## src/rtl/msg_stream_parser.sv

```systemverilog
// msg_stream_parser: splits AXI-Stream packets carrying a 16-bit message count
// followed by length-prefixed messages into one parallel word per message.
// One input lane (byte) is parsed per cycle out of a one-beat buffer. The
// output side has no backpressure and raises at most one strobe per cycle.
module msg_stream_parser #(
  parameter int DATA_BYTES    = 8,
  parameter int MAX_MSG_BYTES = 32,
  parameter int MIN_MSG_BYTES = 8
) (
  input  logic                       clk,
  input  logic                       rst,
  output logic                       s_tready,
  input  logic                       s_tvalid,
  input  logic                       s_tlast,
  input  logic [8*DATA_BYTES-1:0]    s_tdata,
  input  logic [DATA_BYTES-1:0]      s_tkeep,
  input  logic                       s_tuser,
  output logic                       msg_valid,
  output logic                       msg_error,
  output logic [15:0]                msg_length,
  output logic [8*MAX_MSG_BYTES-1:0] msg_data,
  output logic [15:0]                msg_count
);

  localparam int LANE_W = $clog2(DATA_BYTES);
  localparam int MSG_W  = 8*MAX_MSG_BYTES;

  localparam logic [2:0] CNT_HI  = 3'd0;
  localparam logic [2:0] CNT_LO  = 3'd1;
  localparam logic [2:0] LEN_HI  = 3'd2;
  localparam logic [2:0] LEN_LO  = 3'd3;
  localparam logic [2:0] PAYLOAD = 3'd4;
  localparam logic [2:0] TRAIL   = 3'd5;
  localparam logic [2:0] DRAIN   = 3'd6;

  // Beat buffer
  logic                    buf_valid_reg;
  logic [8*DATA_BYTES-1:0] buf_data_reg;
  logic [DATA_BYTES-1:0]   buf_keep_reg;
  logic                    buf_last_reg;
  logic                    buf_user_reg;
  logic [LANE_W-1:0]       lane_reg;

  // Parser state
  logic [2:0]       state_reg, state_next;
  logic [15:0]      remaining_reg, remaining_next;
  logic [15:0]      len_reg, len_next;
  logic [15:0]      byte_cnt_reg, byte_cnt_next;
  logic [MSG_W-1:0] asm_reg, asm_next;
  logic             trail_err_reg, trail_err_next;
  logic             done_in_beat_reg, done_in_beat_next;
  logic             pend_err_reg, pend_err_next;
  logic [15:0]      pend_len_reg, pend_len_next;

  // Output registers
  logic             msg_valid_reg;
  logic             msg_error_reg;
  logic [15:0]      msg_length_reg;
  logic [MSG_W-1:0] msg_data_reg;
  logic [15:0]      msg_count_reg;

  // Per-cycle decode
  logic        last_lane;
  logic        accept;
  logic        pkt_end;
  logic [7:0]  cur_byte;
  logic        cur_kept;
  logic [7:0]  lane_bytes [DATA_BYTES];
  logic        asm_clear;
  logic        asm_wr;
  logic        msg_done;
  logic        ev_valid;
  logic        ev_err;
  logic        ev_use_asm;
  logic [15:0] ev_len;
  logic [15:0] full_len;
  logic        truncated;
  logic        end_err;
  logic [15:0] end_len;

  assign last_lane = &lane_reg;
  // Ready is gated by reset so nothing is accepted while held in reset.
  assign s_tready  = rst && (!buf_valid_reg || last_lane);
  assign accept    = s_tvalid && s_tready;
  assign pkt_end   = buf_valid_reg && last_lane && buf_last_reg;

  genvar gi;
  generate
    for (gi = 0; gi < DATA_BYTES; gi++) begin : g_lane
      assign lane_bytes[gi] = buf_data_reg[gi*8 +: 8];
    end
    // Byte-wise assembly register update: clear on a fresh message, write the
    // lane currently addressed by byte_cnt while in PAYLOAD.
    for (gi = 0; gi < MAX_MSG_BYTES; gi++) begin : g_asm
      assign asm_next[gi*8 +: 8] = asm_clear ? 8'd0 :
                                   (asm_wr && byte_cnt_reg == 16'(gi)) ? cur_byte :
                                   asm_reg[gi*8 +: 8];
    end
  endgenerate

  assign cur_byte = lane_bytes[lane_reg];
  assign cur_kept = buf_keep_reg[lane_reg];

  // Parser next-state, emission and end-of-packet error decision for this lane
  always_comb begin
    state_next        = state_reg;
    remaining_next    = remaining_reg;
    len_next          = len_reg;
    byte_cnt_next     = byte_cnt_reg;
    trail_err_next    = trail_err_reg;
    done_in_beat_next = done_in_beat_reg;
    pend_err_next     = 1'b0;
    pend_len_next     = pend_len_reg;
    asm_clear         = 1'b0;
    asm_wr            = 1'b0;
    msg_done          = 1'b0;
    ev_valid          = 1'b0;
    ev_err            = 1'b0;
    ev_use_asm        = 1'b0;
    ev_len            = 16'd0;
    full_len          = {len_reg[15:8], cur_byte};
    truncated         = 1'b0;
    end_err           = 1'b0;
    end_len           = 16'd0;

    // A deferred end-of-packet error goes out now; the lane processed in this
    // cycle is the first of a new packet and cannot produce a strobe itself.
    if (pend_err_reg) begin
      ev_err = 1'b1;
      ev_len = pend_len_reg;
    end

    if (buf_valid_reg && cur_kept) begin
      case (state_reg)
        CNT_HI: begin
          remaining_next[15:8] = cur_byte;
          state_next           = CNT_LO;
        end
        CNT_LO: begin
          remaining_next = {remaining_reg[15:8], cur_byte};
          state_next     = ({remaining_reg[15:8], cur_byte} == 16'd0) ? TRAIL : LEN_HI;
        end
        LEN_HI: begin
          len_next[15:8] = cur_byte;
          state_next     = LEN_LO;
        end
        LEN_LO: begin
          len_next = full_len;
          if (full_len < 16'(MIN_MSG_BYTES) || full_len > 16'(MAX_MSG_BYTES)) begin
            ev_err     = 1'b1;
            ev_len     = full_len;
            state_next = DRAIN;
          end else begin
            asm_clear     = 1'b1;
            byte_cnt_next = 16'd0;
            state_next    = PAYLOAD;
          end
        end
        PAYLOAD: begin
          asm_wr        = 1'b1;
          byte_cnt_next = byte_cnt_reg + 16'd1;
          if (byte_cnt_reg == len_reg - 16'd1) begin
            msg_done       = 1'b1;
            remaining_next = remaining_reg - 16'd1;
            state_next     = (remaining_reg != 16'd1) ? LEN_HI : TRAIL;
          end
        end
        TRAIL: begin
          trail_err_next = 1'b1;
          state_next     = DRAIN;
        end
        default: begin
          state_next = state_reg;
        end
      endcase
    end

    // A message finishing inside an errored tlast beat is reported as an error.
    if (msg_done) begin
      if (buf_last_reg && buf_user_reg) begin
        ev_err            = 1'b1;
        done_in_beat_next = 1'b1;
      end else begin
        ev_valid = 1'b1;
      end
      ev_len     = len_reg;
      ev_use_asm = 1'b1;
    end

    if (pkt_end) begin
      truncated = state_next inside {CNT_HI, CNT_LO, LEN_HI, LEN_LO, PAYLOAD};
      end_len   = (state_next == PAYLOAD) ? len_next : 16'd0;
      end_err   = truncated || trail_err_next || (buf_user_reg && !done_in_beat_next);
      if (end_err) begin
        if (ev_valid) begin
          // Good message on the final lane: report the packet error next cycle.
          pend_err_next = 1'b1;
          pend_len_next = end_len;
        end else if (!ev_err) begin
          ev_err = 1'b1;
          ev_len = end_len;
        end
      end
      state_next        = CNT_HI;
      trail_err_next    = 1'b0;
      done_in_beat_next = 1'b0;
    end
  end

  // Beat buffer: load on handshake, then walk the lanes one per cycle
  always_ff @(posedge clk or negedge rst) begin
    if (!rst) begin
      buf_valid_reg <= 1'b0;
      buf_data_reg  <= '0;
      buf_keep_reg  <= '0;
      buf_last_reg  <= 1'b0;
      buf_user_reg  <= 1'b0;
      lane_reg      <= '0;
    end else if (accept) begin
      buf_valid_reg <= 1'b1;
      buf_data_reg  <= s_tdata;
      buf_keep_reg  <= s_tkeep;
      buf_last_reg  <= s_tlast;
      buf_user_reg  <= s_tuser;
      lane_reg      <= '0;
    end else if (buf_valid_reg) begin
      if (last_lane) begin
        buf_valid_reg <= 1'b0;
      end else begin
        lane_reg <= lane_reg + 1'b1;
      end
    end
  end

  // Parser state registers
  always_ff @(posedge clk or negedge rst) begin
    if (!rst) begin
      state_reg        <= CNT_HI;
      remaining_reg    <= '0;
      len_reg          <= '0;
      byte_cnt_reg     <= '0;
      asm_reg          <= '0;
      trail_err_reg    <= 1'b0;
      done_in_beat_reg <= 1'b0;
      pend_err_reg     <= 1'b0;
      pend_len_reg     <= '0;
    end else begin
      state_reg        <= state_next;
      remaining_reg    <= remaining_next;
      len_reg          <= len_next;
      byte_cnt_reg     <= byte_cnt_next;
      asm_reg          <= asm_next;
      trail_err_reg    <= trail_err_next;
      done_in_beat_reg <= done_in_beat_next;
      pend_err_reg     <= pend_err_next;
      pend_len_reg     <= pend_len_next;
    end
  end

  // Registered outputs: strobes for one cycle, payload/length held until next event
  always_ff @(posedge clk or negedge rst) begin
    if (!rst) begin
      msg_valid_reg  <= 1'b0;
      msg_error_reg  <= 1'b0;
      msg_length_reg <= '0;
      msg_data_reg   <= '0;
      msg_count_reg  <= '0;
    end else begin
      msg_valid_reg <= ev_valid;
      msg_error_reg <= ev_err;
      if (ev_valid || ev_err) begin
        msg_length_reg <= ev_len;
        msg_data_reg   <= ev_use_asm ? asm_next : '0;
      end
      if (ev_valid && msg_count_reg != 16'hFFFF) begin
        msg_count_reg <= msg_count_reg + 16'd1;
      end
    end
  end

  assign msg_valid  = msg_valid_reg;
  assign msg_error  = msg_error_reg;
  assign msg_length = msg_length_reg;
  assign msg_data   = msg_data_reg;
  assign msg_count  = msg_count_reg;

endmodule

```

## config.mk

```make
export PLATFORM = sky130hd
export DESIGN_NAME = msg_stream_parser
export DESIGN_NICKNAME = d
export VERILOG_FILES = /design/src/rtl/msg_stream_parser.sv
export SDC_FILE = /design/constraint.sdc
export NUM_CORES = 1
export LEC_CHECK = 0
export ABC_CLOCK_PERIOD_IN_PS = 3900
export CORE_UTILIZATION = 45
export DETAILED_ROUTE_END_ITERATION = 7
export GPL_TIMING_DRIVEN = 0
export PLACE_DENSITY = 0.77
export SLEW_MARGIN = 10
export SYNTH_ARGS = -nofsm -noshare
export SYNTH_HDL_FRONTEND = slang
export SYNTH_SLANG_ARGS = --single-unit
```

## constraint.sdc

```tcl
create_clock -name clk -period 3.9 [get_ports clk]
set_input_delay 0.78 -clock clk [delete_from_list [all_inputs] [get_ports clk]]
set_output_delay 0.78 -clock clk [all_outputs]
set_load 0.02 [all_outputs]
```

==> reports/results.tsv <==
stage	metric	value	unit
drt	final wirelength	96300	µm
worst_setup_path	crit path capture type	flop	
finish	fill count	5057	
finish	final core utilization	58.6	%
finish	commonest cells after routing, fill and taps aside	693 x dfrtp_1, 366 x clkdlybuf4s50_1, 308 x nand2_1	
clock_tree	TritonCTS Buffers	74	
clock_tree	Worst-Skew Late Latency	0.64	ns
clock_tree	CTS Root Cell	clkbuf_16	
sta	Tcrit/Tclk final	98.2	%
sta	fin crit period	3.83	ns
power_and_ir_drop	Pleak	0.0166	µW
synth	flops & latches, synth	694	
power_and_ir_drop	Sw Ratio	38.8	%
synth	xor-xnor portion of the synthesized cell area	1.42	%
drt	Vias	23600	
power_and_ir_drop	pwr dens	656	nW/µm²
drt	detailed-route DRC error count	0	
finish	share of post-route cells with drive strength above 1	13.8	%
synth	Syn. warnings	0	
global_route	number of global-route vias before repair	23000	
run_status	status	finished, final reports clean	
synth	Synth Area in Simple Gates	13.0	%
synth	Synth Area in Compound Gates	14.9	%
finish	fin nets	3131	
drt	Iter 0 DRT Violations	2829	
floorplan	Chip Height	256	µm
synth	ys async rst share	100	%
power_and_ir_drop	P_sw	9460	µW
worst_setup_path	Buf/Inv on CP	4	
clock_tree	hold_buf cts	0	
worst_setup_path	CP top delay family	multiplexers	
clock_tree	clk slew on worst S/H paths	0.06	ns
floorplan	I/O pin cnt	368	
drt	Wirelength per Cell	24.4	µm
worst_setup_path	max incr delay on CP	0.53	ns
global_route	initial antenna violation count	2	
flow_run	max_cap viols	0	
sta	final hold vios	0	
sta	worst slew pin tran	1.26	ns
worst_setup_path	WP data arrival	4.31	ns
clock_tree	number of H-tree levels	3	
sta	Final setup viols	0	
synth	Post-Synth Adder-Cell Area	0.431	%
synth	Post-Syn Nets	2661	
floorplan	die span in x	256	µm
global_route	largest net degree at the start of global routing	113	
floorplan	total die area	65500	µm²
drt	via-per-instance ratio	5.98	
sta	RSZ-0062 raised after global routing	true	
global_route	GRT Total Usage	29.0	%
synth	Seq/Total Area, Yosys	59.8	%
finish	most common cell after layout, fill and taps aside	dfrtp_1	
worst_setup_path	Crit-path slowest cell	or4b_1	
worst_setup_path	critical path class	flop to flop	
power_and_ir_drop	combinational power share	34.1	%
power_and_ir_drop	Reg power frac	35.5	%
worst_setup_path	WP data required	4.38	ns
synth	Distinct cells, synth	78	
floorplan	Rows	92	
worst_setup_path	Most common cell on crit path	buf_6	
global_route	GRT overflow	0	
clock_tree	CTS tree	yes	
power_and_ir_drop	Power Total	24400	µW
clock_tree	clock sink count	694	
power_and_ir_drop	Internal Power	14900	µW
drt	ANT nets after route	0	
finish	area grow syn2layout	28.1	%
worst_setup_path	FF-to-FF End	msg_length[14]	
floorplan	Core Area	63400	µm²
sta	fmax	0.261	GHz
sta	relative slew slack	16.1	%
worst_setup_path	critical-path cell list	buf_6 > buf_6 > mux4_2 > mux2_2 > or4b_1 > mux2i_4 > nand2_2 > o221ai_2 > nand4bb_1 > o211a_1 > buf_6 > buf_2 > a221o_1	
synth	post-synthesis mux area share	6.38	%
drt	1st-pass router iterations	6	
worst_setup_path	R2R Path Start	lane_reg[2]	
synth	largest family of logic cells by synthesized area	compound AO/OA/AOI/OAI gates	
sta	clk_skew	0.0359	ns
floorplan	Initial Util	45.8	%
placement	gpl congestion	0.923	
global_route	first-pass GRT wire length	144000	µm
worst_setup_path	reg2reg path depth	13	
worst_setup_path	CP max FO	10	
placement	Final HPWL DP	66000	µm
worst_hold_path	worst hold path type	input port to asynchronous set/reset pin	
synth	Post-Syn Area	29000	µm²
clock_tree	CTS Buffer Depth	3	
sta	Max Slew Vio Count	0	
placement	port bufs	367	
worst_setup_path	startpoint types	flop	
power_and_ir_drop	Peak supply drop	441	µV
power_and_ir_drop	Clock Power Share	30.4	%
synth	Mapped Cells	2574	
worst_setup_path	R2R setup slack	0.07	ns
synth	syn_area_per_cell	11.3	µm²
synth	main flop type after synthesis	dfrtp_1	
synth	Post-synth EDFFs	0	
-- per-layer routing --
metal / global-route usage (%) / up-vias / wire length, µm
li1: - / 10200 / -
met1: 38.3 / 11800 / 37600
met2: 43.0 / 1411 / 42500
met3: 9.69 / 277 / 11600
met4: 14.0 / 0 / 4640
met5: 0 / - / 0
-- cells in the mapped netlist, types with 5 or more instances --
cell type,count,area [µm²]
o21ai_0,36,180
and3_1,11,68.8
nand2b_1,6,37.5
mux4_2,16,360
mux2i_1,44,440
xor2_1,24,210
nand3_1,248,1240
dfrtp_1,694,17400
buf_1,13,48.8
a21oi_1,243,1220
inv_1,25,93.8
nand4_1,11,68.8
ha_1,10,125
buf_6,25,282
a211oi_1,7,52.6
xnor2_1,23,201
nand2_1,318,1190
a221o_1,13,130
or3_1,8,50.1
a22o_1,256,2240
nor4_1,10,62.6
clkbuf_1,130,488
mux2_2,92,1040
nor2b_1,20,125
nor3_1,24,120
nor2_2,5,31.3
buf_2,40,200
o31ai_1,10,75.1
nor2_1,119,447
o211ai_1,5,37.5
a22oi_1,6,45.0
-- how the worst max path moves through the flow --
stage                            start          endpoint  slack [ns]  depth (start not counted)
after floorplan             len_reg[0]    msg_length[11]        0.43                         14
after global placement             rst  buf_data_reg[30]      -28.48                          1
after detailed placement    len_reg[0]     msg_data[231]       -1.22                         13
after CTS                 state_reg[1]     msg_data[191]       -0.02                         11
after global routing       lane_reg[2]    msg_length[14]       -0.05                         13
final                      lane_reg[2]    msg_length[14]        0.07                         13
-- layout make-up --
type	instances	area [µm²]	area share, %
Antenna cell	2	5.00	0.0135
Buffer	210	1180	3.19
Clock buffer	96	2080	5.58
Clock inverter	41	490	1.32
Inverter	25	93.8	0.252
Multi-Input combinational cell	1643	10800	29.0
Sequential cell	694	17400	46.7
Tap cell	846	1060	2.85
Timing Repair Buffer	396	4110	11.1
-- timing repair --
action / CTS / global route
setup endpoints to repair: 568 / 460
buffers inserted: 13 / 8
gates cloned: 1 / 0
resized for setup: 83 / 54
pin swaps: 9 / 4
-- per-stage QoR --
stage               setup WS (ns)  instances  setup TNS, ns  hold WS [ns]  instance area, µm²
detailed placement          -1.22       3794        -313.39         0.479               34000
global route              -0.0453       3952         -0.233         0.144               37200
finish                     0.0709       3953              0         0.104               37200
global placement           -28.48       3787              -         0.472               33800
floorplan                   0.428       2574              0         0.448               29000
CTS                       -0.0245       3944        -0.0245         0.108               36900
-- cell families (layout without fill, tap and decap cells) --
kind of cell | count (synthesis) | after routing
compound gates | 617 | 617
xor+xnor | 47 | 47
fa+ha+maj | 10 | 10
buf+inv | 237 | 768
flops | 694 | 694
mux | 153 | 153
other cells | 0 | 2
simple gates | 816 | 816
-- power groups by stage --
stage	Combinational, µW	Clock [µW]	Sequential (µW)
2_1_floorplan	4460	0	8640
4_1_cts	7850	7450	8630
5_1_grt	8620	7750	8740
3_3_place_gp	7490	0	8770
3_5_place_dp	7590	0	8750
6_report	8330	7410	8650
Power figures use the tool's default switching activity.
